`config.mk`:
```
export PLATFORM = sky130hd
export DESIGN_NAME = sdi_tx_vid_framer_flat
export DESIGN_NICKNAME = d
export VERILOG_FILES = /design/src/rtl/sdi_tx_vid_framer_if.sv /design/src/rtl/sdi_tx_vid_framer.sv /design/src/flat_wrapper.sv
export SDC_FILE = /design/constraint.sdc
export NUM_CORES = 1
export LEC_CHECK = 0
export CORE_MARGIN = 5
export CORE_UTILIZATION = 45
export DETAILED_ROUTE_END_ITERATION = 10
export GPL_TIMING_DRIVEN = 0
export PLACE_DENSITY = 0.64
export SYNTH_ARGS = -nofsm -noshare
export SYNTH_HDL_FRONTEND = slang
export SYNTH_SLANG_ARGS = --single-unit
```
`constraint.sdc`:
```
create_clock -name clk -period 2.5 [get_ports clk]
set_input_delay 0.5 -clock clk [delete_from_list [all_inputs] [get_ports clk]]
set_output_delay 0.5 -clock clk [all_outputs]
set_load 0.01 [all_outputs]
```
`src/rtl/sdi_tx_vid_framer_if.sv`:
```
// Port bundle for sdi_tx_vid_framer: parallel 4:2:2 video in, 20-bit SDI words out.
// master drives video and the word strobe; slave is the framer.
interface sdi_tx_vid_framer_if;
    logic        enable;
    logic [23:0] vid_data;
    logic        vid_de;
    logic        vid_hsync;
    logic        vid_vsync;
    logic [19:0] dout;
    logic        dout_valid;
    logic        trs;
    logic [10:0] ln;
    logic        fmt_err;

    modport master (
        output enable, vid_data, vid_de, vid_hsync, vid_vsync,
        input  dout, dout_valid, trs, ln, fmt_err
    );

    modport slave (
        input  enable, vid_data, vid_de, vid_hsync, vid_vsync,
        output dout, dout_valid, trs, ln, fmt_err
    );
endinterface

```
`src/rtl/sdi_tx_vid_framer.sv`:
```
// HD-SDI transmit framer: inserts EAV/SAV with XYZ, blanking codes and line number.
// Optional macro SDI_FMT_CLIP_EN clips active picture data out of the TRS code range.
module sdi_tx_vid_framer #(
    parameter int unsigned LINES_PER_FRAME = 1125,
    parameter int unsigned VSYNC_LN        = 1122
) (
    input logic                clk,
    input logic                rst,
    sdi_tx_vid_framer_if.slave bus
);
    localparam int unsigned CW    = 10;
    localparam int unsigned LN_W  = 11;
    localparam int unsigned WIN_W = 3;
    localparam int unsigned SAV_W = 2;

    localparam logic [CW-1:0] BLANK_Y  = 10'h040;
    localparam logic [CW-1:0] BLANK_C  = 10'h200;
    localparam logic [CW-1:0] TRS_ONES = 10'h3FF;

    typedef struct packed {
        logic [CW-1:0] y;
        logic [CW-1:0] c;
        logic          hs;
        logic          vs;
        logic          de;
    } stage_t;

    localparam stage_t FILL = {BLANK_Y, BLANK_C, 1'b1, 1'b1, 1'b0};

    // TRS word at position idx (3FF, 000, 000, XYZ); field bit F is fixed 0 (progressive)
    function automatic logic [CW-1:0] trs_word(input logic [1:0] idx, input logic v, input logic h);
        logic f;
        f = 1'b0;
        case (idx)
            2'd0:    trs_word = TRS_ONES;
            2'd3:    trs_word = {1'b1, f, v, h, v ^ h, f ^ h, f ^ v, f ^ v ^ h, 2'b00};
            default: trs_word = '0;
        endcase
    endfunction

    function automatic logic [CW-1:0] act_word(input logic [CW-1:0] x);
`ifdef SDI_FMT_CLIP_EN
        if (x < 10'h004) begin
            act_word = 10'h004;
        end else if (x > 10'h3FB) begin
            act_word = 10'h3FB;
        end else begin
            act_word = x;
        end
`else
        act_word = x;
`endif
    endfunction

    stage_t din;
    stage_t d0, d1, d2, d3;

    logic             hs_last;
    logic             vs_last;
    logic             vs_rose;
    logic             v_line;
    logic             win_act;
    logic [WIN_W-1:0] win_cnt;
    logic             sav_act;
    logic [SAV_W-1:0] sav_cnt;

    logic [2*CW-1:0]  dout_q;
    logic             dout_valid_q;
    logic             trs_q;
    logic [LN_W-1:0]  ln_q;
    logic             fmt_err_q;

    logic             eav_start_c;
    logic             vs_rise_c;
    logic             sav_fall_c;
    logic             win_busy_c;
    logic             sav_start_c;
    logic             conflict_c;
    logic [CW-1:0]    word_c;
    logic [2*CW-1:0]  out_c;
    logic             trs_c;
    logic [LN_W-1:0]  ln_next_c;
    logic             unused_vid_lsbs;

    assign din = {bus.vid_data[23:14], bus.vid_data[11:2], bus.vid_hsync, bus.vid_vsync, bus.vid_de};
    assign unused_vid_lsbs = ^{bus.vid_data[13:12], bus.vid_data[1:0]};

    // EAV keys off hsync rising at the oldest stage; SAV off hsync falling at the input,
    // which leaves exactly the last four blanking words in d3..d0.
    assign eav_start_c = d3.hs & ~hs_last;
    assign vs_rise_c   = d3.vs & ~vs_last;
    assign sav_fall_c  = ~din.hs & d0.hs;
    // EAV plus the LN/CRC slots form an 8-word window a SAV may not land in
    assign win_busy_c  = eav_start_c | win_act;
    assign sav_start_c = sav_fall_c & ~win_busy_c;
    assign conflict_c  = (sav_fall_c & win_busy_c) | (eav_start_c & sav_act);

    always_comb begin
        ln_next_c = ln_q;
        if (vs_rose || vs_rise_c) begin
            ln_next_c = LN_W'(VSYNC_LN);
        end else if (ln_q != '0) begin
            ln_next_c = (ln_q == LN_W'(LINES_PER_FRAME)) ? LN_W'(1) : ln_q + LN_W'(1);
        end
    end

    // Output word priority: EAV, SAV, blanking, active picture
    always_comb begin
        word_c = '0;
        out_c  = {BLANK_Y, BLANK_C};
        trs_c  = 1'b0;
        if (eav_start_c) begin
            out_c = {TRS_ONES, TRS_ONES};
            trs_c = 1'b1;
        end else if (win_act && !win_cnt[WIN_W-1]) begin
            word_c = trs_word(win_cnt[1:0], v_line, 1'b1);
            out_c  = {word_c, word_c};
        end else if (sav_start_c) begin
            out_c = {TRS_ONES, TRS_ONES};
            trs_c = 1'b1;
        end else if (sav_act) begin
            word_c = trs_word(sav_cnt, v_line, 1'b0);
            out_c  = {word_c, word_c};
        end else if (!d3.hs && !d3.vs && d3.de) begin
            out_c = {act_word(d3.y), act_word(d3.c)};
        end
    end

    always_ff @(posedge clk) begin
        if (rst) begin
            d0           <= FILL;
            d1           <= FILL;
            d2           <= FILL;
            d3           <= FILL;
            hs_last      <= 1'b1;
            vs_last      <= 1'b1;
            vs_rose      <= 1'b0;
            v_line       <= 1'b0;
            win_act      <= 1'b0;
            win_cnt      <= '0;
            sav_act      <= 1'b0;
            sav_cnt      <= '0;
            dout_q       <= {BLANK_Y, BLANK_C};
            dout_valid_q <= 1'b0;
            trs_q        <= 1'b0;
            ln_q         <= '0;
            fmt_err_q    <= 1'b0;
        end else begin
            dout_valid_q <= bus.enable;
            if (bus.enable) begin
                d0      <= din;
                d1      <= d0;
                d2      <= d1;
                d3      <= d2;
                hs_last <= d3.hs;
                vs_last <= d3.vs;
                dout_q  <= out_c;
                trs_q   <= trs_c;

                if (eav_start_c) begin
                    v_line  <= d3.vs;
                    ln_q    <= ln_next_c;
                    vs_rose <= 1'b0;
                    win_act <= 1'b1;
                    win_cnt <= WIN_W'(1);
                end else begin
                    if (vs_rise_c) begin
                        vs_rose <= 1'b1;
                    end
                    if (win_act) begin
                        win_cnt <= win_cnt + WIN_W'(1);
                        if (&win_cnt) begin
                            win_act <= 1'b0;
                        end
                    end
                end

                // EAV always wins; a SAV overlapping it is dropped
                if (eav_start_c) begin
                    sav_act <= 1'b0;
                end else if (sav_start_c) begin
                    sav_act <= 1'b1;
                    sav_cnt <= SAV_W'(1);
                end else if (sav_act) begin
                    sav_cnt <= sav_cnt + SAV_W'(1);
                    if (&sav_cnt) begin
                        sav_act <= 1'b0;
                    end
                end

                if (conflict_c) begin
                    fmt_err_q <= 1'b1;
                end
            end
        end
    end

    assign bus.dout       = dout_q;
    assign bus.dout_valid = dout_valid_q;
    assign bus.trs        = trs_q;
    assign bus.ln         = ln_q;
    assign bus.fmt_err    = fmt_err_q;
endmodule
```
`src/flat_wrapper.sv`:
```
// flat-port wrapper written by rule: the top's interface ports become plain ports
module sdi_tx_vid_framer_flat 
#(
    parameter int unsigned LINES_PER_FRAME = 1125,
    parameter int unsigned VSYNC_LN        = 1122
)
  (clk, rst, bus_enable, bus_vid_data, bus_vid_de, bus_vid_hsync, bus_vid_vsync, bus_dout, bus_dout_valid, bus_trs, bus_ln, bus_fmt_err);
  sdi_tx_vid_framer_if bus_i ();
  input logic clk;
  input logic rst;
  input wire logic [$bits(bus_i.enable)-1:0] bus_enable;
  input wire logic [$bits(bus_i.vid_data)-1:0] bus_vid_data;
  input wire logic [$bits(bus_i.vid_de)-1:0] bus_vid_de;
  input wire logic [$bits(bus_i.vid_hsync)-1:0] bus_vid_hsync;
  input wire logic [$bits(bus_i.vid_vsync)-1:0] bus_vid_vsync;
  output wire logic [$bits(bus_i.dout)-1:0] bus_dout;
  output wire logic [$bits(bus_i.dout_valid)-1:0] bus_dout_valid;
  output wire logic [$bits(bus_i.trs)-1:0] bus_trs;
  output wire logic [$bits(bus_i.ln)-1:0] bus_ln;
  output wire logic [$bits(bus_i.fmt_err)-1:0] bus_fmt_err;
  assign bus_i.enable = bus_enable;
  assign bus_i.vid_data = bus_vid_data;
  assign bus_i.vid_de = bus_vid_de;
  assign bus_i.vid_hsync = bus_vid_hsync;
  assign bus_i.vid_vsync = bus_vid_vsync;
  assign bus_dout = bus_i.dout;
  assign bus_dout_valid = bus_i.dout_valid;
  assign bus_trs = bus_i.trs;
  assign bus_ln = bus_i.ln;
  assign bus_fmt_err = bus_i.fmt_err;
  sdi_tx_vid_framer #(.LINES_PER_FRAME(LINES_PER_FRAME), .VSYNC_LN(VSYNC_LN)) u_core (.clk(clk), .rst(rst), .bus(bus_i));
endmodule
```
* Word-level counts from Yosys, hierarchy flattened *
Index checks and enable logic that the tools add are counted.
Widths: inputs -> output; s select.

word-level totals
  logic and storage cells = 101
  output and inout port bits = 34
  register bits = 137
  input port bits = 30

operators by class
  eq/ne operators = 3
  mux-type cells = 26
  bitwise gates (word level) = 14
  add/subtract/negate cells = 3
  reductions and logical operators = 22

operators by type and width
  operator               number
  $mux 20                5
  $pmux 10 s2            2
  $mux 11                3
  $mux 1                 12
  $add 11x1->11 const B  1
  $eq 11x11->1 const B   1
  $reduce_bool 11->1     1
  $reduce_and 2->1       5
  $reduce_and 3->1       3
  $reduce_bool 2->1      4
  $and 1x1->1            6
  $mux 3                 2
  $not 1->1              6
  $eq 2x2->1 const B     2
  $logic_not 2->1        2
  $mux 2                 2
  $add 3x1->3 const B    1
  $logic_and 1x1->1      3
  $logic_not 1->1        3
  $add 2x1->2 const B    1
  $or 1x1->1             2
  $logic_or 1x1->1       1

* Depth between registers and ports, before layout *
Gate-level depths: netlist of run 1.

  depth after elaboration = 8
  depth in mapped cells = 7
  depth with buffers taken out = 7

* Worst setup path before layout of run 1 *
Ideal clock, no wire load.

  kind = register to register
  from = reg u_core.ln_q[9], in the netlist u_core.bus.ln[9]
  to = reg u_core.ln_q[10], in the netlist u_core.bus.ln[10]
  stages on the path, launching flop included = 6
  path slack = 0.660 ns
  data required time = 2.384 ns
  period minus slack after synthesis = 1.840 ns
  data arrival time = 1.724 ns
  library setup time = 0.116 ns
  path buffers = 0
  cells stage by stage = dfxtp_1 -> or4_4 -> or4_4 -> nand2_1 -> a21oi_1 -> a31o_1

on the way
  word-level cells in the longest chain between the ends = 4
  elaborated cells between the ends (all ways) = 8
  classes of those cells = add/sub: 1; eq/ne: 1; mux: 3; reduce/logical: 3

RTL lines
  what                                           RTL line                  RTL
  start, declared                                sdi_tx_vid_framer.sv:70   logic [LN_W-1:0] ln_q;
  start signal, assigned                         sdi_tx_vid_framer.sv:162  ln_q <= ln_next_c;
  $add 11x1->11 or $eq 11x11->1 (tied branches)  sdi_tx_vid_framer.sv:103  ln_next_c = (ln_q == LN_W'(LINES_PER_FRAME)) ? LN_W'(1) : ln_q + LN_W'(1);
  $mux 11                                        sdi_tx_vid_framer.sv:103
  $mux 11                                        sdi_tx_vid_framer.sv:102  end else if (ln_q != '0) begin
  $mux 11                                        sdi_tx_vid_framer.sv:100  if (vs_rose || vs_rise_c) begin

Several ways; a longest one is shown, not always the timed one. The select of a mux whose other input is x is not followed.
A chain may end at the register's enable or synchronous reset.

* Worst setup path after layout of run 1 *
  from = in bus_vid_hsync
  to = reg u_core.dout_q[18], in the netlist u_core.bus.dout[18]

on the way
  word-level cells in the longest chain between the ends = 6

RTL lines
  what                  RTL line                  RTL
  start, declared       flat_wrapper.sv:14        input wire logic [$bits(bus_i.vid_hsync)-1:0] bus_vid_hsync;
  $not 1->1             sdi_tx_vid_framer.sv:92   assign sav_fall_c = ~din.hs & d0.hs;
  $and 1x1->1           sdi_tx_vid_framer.sv:92
  $and 1x1->1           sdi_tx_vid_framer.sv:95   assign sav_start_c = sav_fall_c & ~win_busy_c;
  $mux 20               sdi_tx_vid_framer.sv:118  end else if (sav_start_c) begin
  $mux 20               sdi_tx_vid_framer.sv:115  end else if (win_act && !win_cnt[WIN_W-1]) begin
  $mux 20               sdi_tx_vid_framer.sv:112  if (eav_start_c) begin
  end signal, assigned  sdi_tx_vid_framer.sv:143  dout_q <= {BLANK_Y, BLANK_C};
  end signal, assigned  sdi_tx_vid_framer.sv:157  dout_q <= out_c;
  end, declared         sdi_tx_vid_framer.sv:67   logic [2*CW-1:0] dout_q;

Every way passes these cells.

==> results.md, run 1 <==
- The flow ran to the end, and the final reports show no timing, DRC or antenna violations.
- The count of warnings emitted by yosys is 0.
- The synthesized design contains 0 enable-type register cells.
- The maximum buffer depth of the clock tree is 2.
- Synthesis produced a netlist whose cell count is between 500 and 600.
- The leakage power is 0.00283 uW.
- In the post-synthesis netlist, the biggest area contributors are sky130_fd_sc_hd__dfxtp_1 51%, sky130_fd_sc_hd__mux2i_1 17%, sky130_fd_sc_hd__nor2_1 6.6%, sky130_fd_sc_hd__o221a_2 3.7%, sky130_fd_sc_hd__nand2_1 3.5%.
- The clock net in this run drives a total of 137 sinks.
- Across the run, the number of max-cap violations was 0.
- The x dimension of the die is 120 microns.
- Of the post-synthesis cell area, the dominant cell type holds 50.7%.
- The cell area after synthesis is between 5000 and 6000 sq um.
- The final max-slew violation count is 0.
- In this run the number of H-tree levels came out at 4.
- The most frequent cell after synthesis is sky130_fd_sc_hd__dfxtp_1.
- The hold buffer count at cts is 0.
- The cell at the root of the clock tree is sky130_fd_sc_hd__clkbuf_16.
- The number of nets produced by synthesis is ~600.
- The total core area is 11,900 sq um.
- The global-route wire length before repair is between 20,000 and 25,000 microns.
- In this run the tool buffered the top-level ports with 57 buffer cells.
- The class of the most critical hold timing path is register to register.
- In the final layout, the share of cells above drive strength 1 is 9.26%.
- After global routing, the most crowded layer is met2.
- The via density per instance is about 5.1.
- The synthesized design contains 137 register bits.
- The maximum clock frequency is between 400 and 500 MHz.
- By startpoint and endpoint, the worst setup path is classified as input port to register.
- The number of cell rows is 40.
- The total placed instance area is between 6000 and 7000 sq um.
- The via count of the first global-routing pass is roughly 4,200.
- The number of top-level pins is 64.
- The clock-pin slew reported for the worst setup and hold paths after clock tree synthesis is approximately 60 ps.
- In the synthesized netlist the dominant register cell turns out to be sky130_fd_sc_hd__dfxtp_1.
- Global routing used between 10% and 20% of the available tracks.
- The met3 routing resource usage after global routing is 4.90%.
- The first detailed-routing pass ran for 5 iterations.
- The cell type with the highest aggregate area in the netlist is sky130_fd_sc_hd__dfxtp_1.
- TritonCTS built the clock tree.
- The layout-stage area growth over the synthesis result is 25.9%.
- Once layout is done, the placed cells without fillers occupy 6810 sq um.
- The count of buffers added by post-CTS timing repair for setup is 0.
- The latest clock arrival within the worst-skew pair is just over 400 ps.
- The number of failing setup endpoints in the final timing report is 0.
- The count of vias placed by the detailed router is between 4,000 and 5,000.
- For this design the ratio of total power to cell area is slightly below 800 nW/um^2.
- For this configuration, the core starts out at a cell density of 45.4%.
- The final estimated routing congestion in global placement is around 0.85.
- VDD sags by at most slightly below 0.4 mV.
- Global routing finished with a remaining overflow of 0.
- Clock tree synthesis inserted a total of 17 buffers.
- In this run the remaining antenna-violating nets after routing total 0.
- The critical path data arrival time is between 2000 and 3000 ps.
- The synthesized netlist contains approximately 40 unique library cells.
- The final period demand of the worst path is around 2200 ps.
- Ranked by instance count, the synthesized netlist is headed by 137 x sky130_fd_sc_hd__dfxtp_1, 95 x sky130_fd_sc_hd__nor2_1, 92 x sky130_fd_sc_hd__mux2i_1.
- Global routing used 28.6% of the available met2 tracks.
- STA classifies the critical path endpoint as a register.
- The routed length per placed instance is ~15 microns.
- The synthesized area per cell is a little under 10 sq um.
- Entering global routing, the biggest net connects 17 pins.
- The met1 usage in global routing is between 20% and 30%.
- The routed wire length is 12,000 microns.
- The die covers approximately 14,000 sq um.
- The initial antenna violation count came to 0.
- At the pin with the least slew margin, the transition time is between 1000 and 1500 ps.
- The count of routing violations after the opening detailed-route iteration is roughly 240.
- At the worst endpoint, the required time is 2810 ps.
- After synthesis, flip-flops and latches occupy 50.7% of the total area.
- The total power is ~5400 uW.
- The final count of hold timing violations is 0.
- Measured along the y axis, the die boundary spans between 100 and 150 microns.
- The post-layout net count is between 600 and 700.
- 0 antenna diodes ended up in the layout.
- STA classifies the critical path startpoint as an input port.
- The half-perimeter wire length after placement is roughly 9000 microns.
- The worst slew margin relative to its limit is about 28%.
- In the synthesized netlist the async set-or-reset flop fraction comes to 0%.
- Of all nets on the critical path, the largest fanout is 9.
- The count of instances resized after the clock tree is built is 0.
- The final critical path takes up slightly below 90% of the cycle.
- The worst-case clock skew is about 6.2 ps.
- Setup repair after global routing left no endpoint under its margin.
- For this run, design rule violations remaining after detail routing come to 0.
per-layer routing:
metal	vias to the layer above	wire length [microns]
met3	24	463
met2	86	5600
met4	0	280
met5	-	0
li1	2092	-
met1	1891	5660
power by group:
| group | switching (uW) | internal (uW) | total [uW] |
|---|---|---|---|
| combinational | 198 | 191 | 390 |
| sequential | 42.4 | 2260 | 2300 |
| clock | 915 | 1780 | 2690 |
| total | 1160 | 4230 | 5380 |
through the flow:
step                instances  worst slack, ps  hold WS, ps  util (%)  setup TNS, ps
global placement          763            -61.3          453      51.7           -198
floorplan                 559              660          441         -              0
finish                    795              291          463      57.2              0
detailed placement        763             -113          460      51.7           -538
global route              795              112          492      57.2              0
CTS                       795              321          471      57.2              0
cells in the final DEF (no fill, tap or decap), types with 2 or more instances in the layout:
master and count:
sky130_fd_sc_hd__dfxtp_1 137, sky130_fd_sc_hd__nor2_1 95, sky130_fd_sc_hd__mux2i_1 92, sky130_fd_sc_hd__clkdlybuf4s50_1 57, sky130_fd_sc_hd__nand2_1 50, sky130_fd_sc_hd__a21oi_1 34
sky130_fd_sc_hd__clkbuf_1 25, sky130_fd_sc_hd__o221a_2 18, sky130_fd_sc_hd__clkbuf_16 17, sky130_fd_sc_hd__o21ai_0 14, sky130_fd_sc_hd__inv_1 11, sky130_fd_sc_hd__ha_1 10
sky130_fd_sc_hd__buf_1 7, sky130_fd_sc_hd__nor2b_1 6, sky130_fd_sc_hd__buf_2 5, sky130_fd_sc_hd__nand3_1 5, sky130_fd_sc_hd__nand4_1 5, sky130_fd_sc_hd__xor2_1 5
sky130_fd_sc_hd__nor3_1 4, sky130_fd_sc_hd__o31ai_1 4, sky130_fd_sc_hd__clkbuf_8 4, sky130_fd_sc_hd__bufinv_16 4, sky130_fd_sc_hd__a32oi_1 3, sky130_fd_sc_hd__or4_4 2
sky130_fd_sc_hd__nor4_1 2, sky130_fd_sc_hd__and2_1 2, sky130_fd_sc_hd__a21o_1 2, sky130_fd_sc_hd__and3_1 2, sky130_fd_sc_hd__nand2b_1 2, sky130_fd_sc_hd__a22oi_1 2
sky130_fd_sc_hd__o211ai_1 2, sky130_fd_sc_hd__clkinv_4 2, sky130_fd_sc_hd__clkinv_2 2
final cells by class:
class / count / area [sq um]
Fill cell: 1054 / 5100
Sequential cell: 137 / 2740
Multi-Input combinational cell: 374 / 2480
Timing Repair Buffer: 57 / 571
Clock buffer: 22 / 484
Tap cell: 147 / 184
Clock inverter: 10 / 164
Buffer: 36 / 141
Inverter: 12 / 45.0
final timing paths:
check	end	slack [ps]	cells after the start	startpoint
setup / recovery	u_core.bus.dout[18]	290	7	bus_vid_hsync
hold / removal	u_core.bus.trs	460	2	u_core.bus.trs
setup reg to reg	u_core.bus.dout[18]	400	6	u_core.d3[2]
hold reg to reg	u_core.bus.trs	460	2	u_core.bus.trs
registers in the layout, summed over array words and instances, names as in the netlist:
signal / count
u_core.d3: 23
u_core.vs_last: 1
u_core.d0: 23
u_core.bus.trs: 1
u_core.d1: 23
u_core.hs_last: 1
u_core.v_line: 1
u_core.bus.ln: 11
u_core.sav_act: 1
u_core.vs_rose: 1
u_core.bus.dout_valid: 1
u_core.win_cnt: 3
u_core.bus.dout: 20
u_core.win_act: 1
u_core.d2: 23
u_core.sav_cnt: 2
u_core.bus.fmt_err: 1
cell families (layout without fill, tap and decap cells):
family | Yosys count | in the layout | synth area share, %
AO/OA/AOI/OAI | 86 | 86 | 11.1
XOR/XNOR | 6 | 6 | 0.972
adder cells (fa/ha/maj) | 10 | 10 | 2.31
buffers and inverters | 48 | 137 | 3.45
flip-flops | 137 | 137 | 50.7
multiplexers | 92 | 92 | 17.0
AND/OR/NAND/NOR | 180 | 180 | 14.4
worst max-delay path: stages:
cell and delay (ps):
sky130_fd_sc_hd__clkdlybuf4s50_1 480, sky130_fd_sc_hd__nor2b_1 80, sky130_fd_sc_hd__and3_1 190, sky130_fd_sc_hd__clkbuf_1 180, sky130_fd_sc_hd__a21oi_1 590, sky130_fd_sc_hd__a21oi_1 220
sky130_fd_sc_hd__o221a_2 280
No activity file was read; power rests on OpenSTA's default activity.
==> inputs of run 2 (changes only) <==
clock period = 2.31 ns   (was 2.5 ns; I/O delays follow)
==> run 2 against run 1 <==
Sequential power is 8% higher. Critical path depth stayed put. Setup slack worse by 66 ps. Flip-flop and latch count stayed put. Via count is 0.12% lower. Largest cell class unchanged. Register-to-register slack worse by 140 ps. Count of clock-buffer cells in the layout stayed put. Clock power is 8.6% higher. Wire length is 0.17% lower. Combinational power is 8.2% higher. Clock skew is 8.1 ps higher.
==> results.md, run 2 (same netlist as run 1, synthesis figures left out) <==
- Setup repair after global routing left no endpoint under its margin.
- The count of input and output buffers is 57.
- The worst hold path belongs to the class register to register.
- The floorplan step defined a die boundary enclosing around 14,000 sq um.
- The x dimension of the die is about 120 microns.
- The critical path contains buffers and inverters numbering 2 combined.
- In this run the core area contains 40 standard-cell rows.
- Max-cap violations in this run came to 0.
- The area occupied by registers is approximately 2700 sq um.
- The H-tree generated during clock tree synthesis spans 4 levels.
- In the routed design, unresolved DRC markers number 0.
- For this run, the total global-route usage over all layers was measured as 17.8%.
- Summing all multi-input logic gate instances after layout gives between 2000 and 2500 sq um.
- The via count of the first global-routing pass is about 4,200.
- The post-layout net count is about 680.
- Buffers added to address setup during post-CTS repair amount to 0.
- The CTS tree is yes.
- At the worst endpoint, the required time is roughly 2600 ps.
- After clock tree synthesis, the repair step resized 0 gates.
- The worst slew margin relative to its limit is between 20% and 30%.
- The areal power density over the cells is ~860 nW/um^2.
- In this run the vertical extent of the chip is ~120 microns.
- Clock tree synthesis selected as its root buffer the cell sky130_fd_sc_hd__clkbuf_16.
- IR analysis of the VDD net gives a maximum drop of 0.429 mV.
- 0 antenna diodes ended up in the layout.
- The count of vias placed by the detailed router is between 4,000 and 5,000.
- The first global-routing pass estimated 20,700 microns of wire.
- In the layout the commonest cells are 137 x sky130_fd_sc_hd__dfxtp_1, 95 x sky130_fd_sc_hd__nor2_1, 92 x sky130_fd_sc_hd__mux2i_1.
- The final max-slew violation count is 0.
- The maximum cell stage delay along the critical path is approximately 540 ps.
- The detail route stage leaves a number of antenna-violating nets equal to 0.
- The worst-case clock skew is roughly 14 ps.
- STA classifies the critical path endpoint as a register.
- The number of hold buffers added after CTS was 0.
- The half-perimeter wire length after placement is 8760 microns.
- Entering global routing, the biggest net connects 17 pins.
- The run finished with clean final reports.
- Final hold analysis gives a worst-case slack of ~460 ps.
- The most frequent cell on the critical path is sky130_fd_sc_hd__a21oi_1.
- Summing all non-filler instances in the final layout gives an area of a little under 7000 sq um.
- The final period demand of the worst path is roughly 2100 ps.
- The number of failing setup endpoints in the final timing report is 0.
- STA puts the critical path data arrival time at ~2400 ps.
- The total overflow reported by the global router is 0.
- The clock passes through at most 2 buffers.
- The final count of hold timing violations is 0.
- After detailed placement, the total cell area comes to about 6200 sq um.
- The kind of start point of the critical path is an input port.
- For this block, the initial DRC count from the detailed router was 224.
- After clock tree synthesis, the clock-pin slew on the worst setup and hold paths is 60 ps.
- The largest fanout on the critical path is 8.
- The region available for standard cell placement spans between 10,000 and 15,000 sq um.
- At the pin with the least slew margin, the transition time is between 1000 and 1500 ps.
- The leakage power is between 0.002 and 0.003 uW.
- In the finished design, the share of the clock period the worst path needs comes to about nine tenths.
- The layout-stage area growth over the synthesis result is 26.0%.
- The setup TNS is 0 ps.
- In the global route stage, met1 resource usage came out at around 23%.
- Measured on the finished design, the core utilization comes to a little under three fifths.
- The share of final-layout standard cells stronger than drive strength 1 is 9.41%.
- For met2 alone, demand over resource in global routing was between 20% and 30%.
- Counting every sink on the clock net gives roughly 140.
- The critical path is of the input port to register type.
- For this configuration, the core starts out at a cell density of a little under half.
- The via density per instance is slightly above 5.
- The leading cell type in the layout, fill and taps excluded is sky130_fd_sc_hd__dfxtp_1.
- The first detailed-routing pass ran for 4 iterations.
- The maximum clock frequency is 480 MHz.
- The signal on the critical path passes through clkdlybuf4s50_1, nor2b_1, and3_1, clkbuf_1, a21oi_1, a21oi_1, o221a_2.
- The met3 routing resource usage after global routing is under 10%.
- The number of filler cells placed in the layout is ~1,100.
- Grouping stages by cell kind, the critical path spends the most delay in compound AO/OA/AOI/OAI gates.
- Clock latency on the worst-skew pair, taken at its later pin, is roughly 420 ps.
- The critical-path cell with the highest stage delay is sky130_fd_sc_hd__a21oi_1.
- The initial antenna violation count is 0.
- The final estimated routing congestion in global placement is between 0.8 and 0.9.
- After detailed routing, the average wire length per cell comes to roughly 15 microns.
- The number of top-level pins is 64.
- Summed over all layers, the routed wires come to approximately 12,000 microns.
- The layer flagged by global routing as most heavily used is met2.
- The total clock buffers created by CTS is 17.
==> run 2: changes by cell type in the layout (fill, tap and decap cells not counted) <==
cell / before / now
sky130_fd_sc_hd__a21oi_2: 0 / 1
sky130_fd_sc_hd__a21oi_1: 34 / 33
==> run 2: metal layers <==
metal | up-vias | wire length, microns
li1 | 2093 | -
met1 | 1891 | 5670
met2 | 85 | 5610
met3 | 19 | 465
met4 | 0 | 231
met5 | - | 0
==> run 2: final timing paths <==
check,startpoint,to,slack (ps),cells after the start
max,bus_vid_hsync,u_core.bus.dout[17],220,7
min,u_core.bus.trs,u_core.bus.trs,460,2
max reg2reg,u_core.win_cnt[0],u_core.bus.dout[4],260,4
min reg2reg,u_core.bus.trs,u_core.bus.trs,460,2
==> run 2: final cells by class <==
type                            instances  share of cell area, %
Buffer                                 36                   2.08
Clock buffer                           22                   7.11
Clock inverter                         10                   2.41
Inverter                               12                  0.661
Multi-Input combinational cell        374                   36.4
Sequential cell                       137                   40.3
Tap cell                              147                   2.70
Timing Repair Buffer                   57                   8.37
==> run 2: power breakdown <==
group	total (uW)	switching (uW)	internal, uW
logic	422	214	208
clock network	2920	992	1920
registers	2490	45.8	2450
total	5830	1250	4580
==> run 2: through the flow <==
stage          cells  worst slack, ps  total power [uW]
2_1_floorplan    559              470              2790
3_3_place_gp     763             -213              2950
3_5_place_dp     763             -265              2970
4_1_cts          795              169              5880
5_1_grt          795             13.9              6040
6_report         795              225              5830
==> run 2: tightest hold or removal path, cell delays in order (launching register included) <==
cell and delay [ps]:
sky130_fd_sc_hd__dfxtp_1 310, sky130_fd_sc_hd__nand2_1 50, sky130_fd_sc_hd__a21oi_1 50
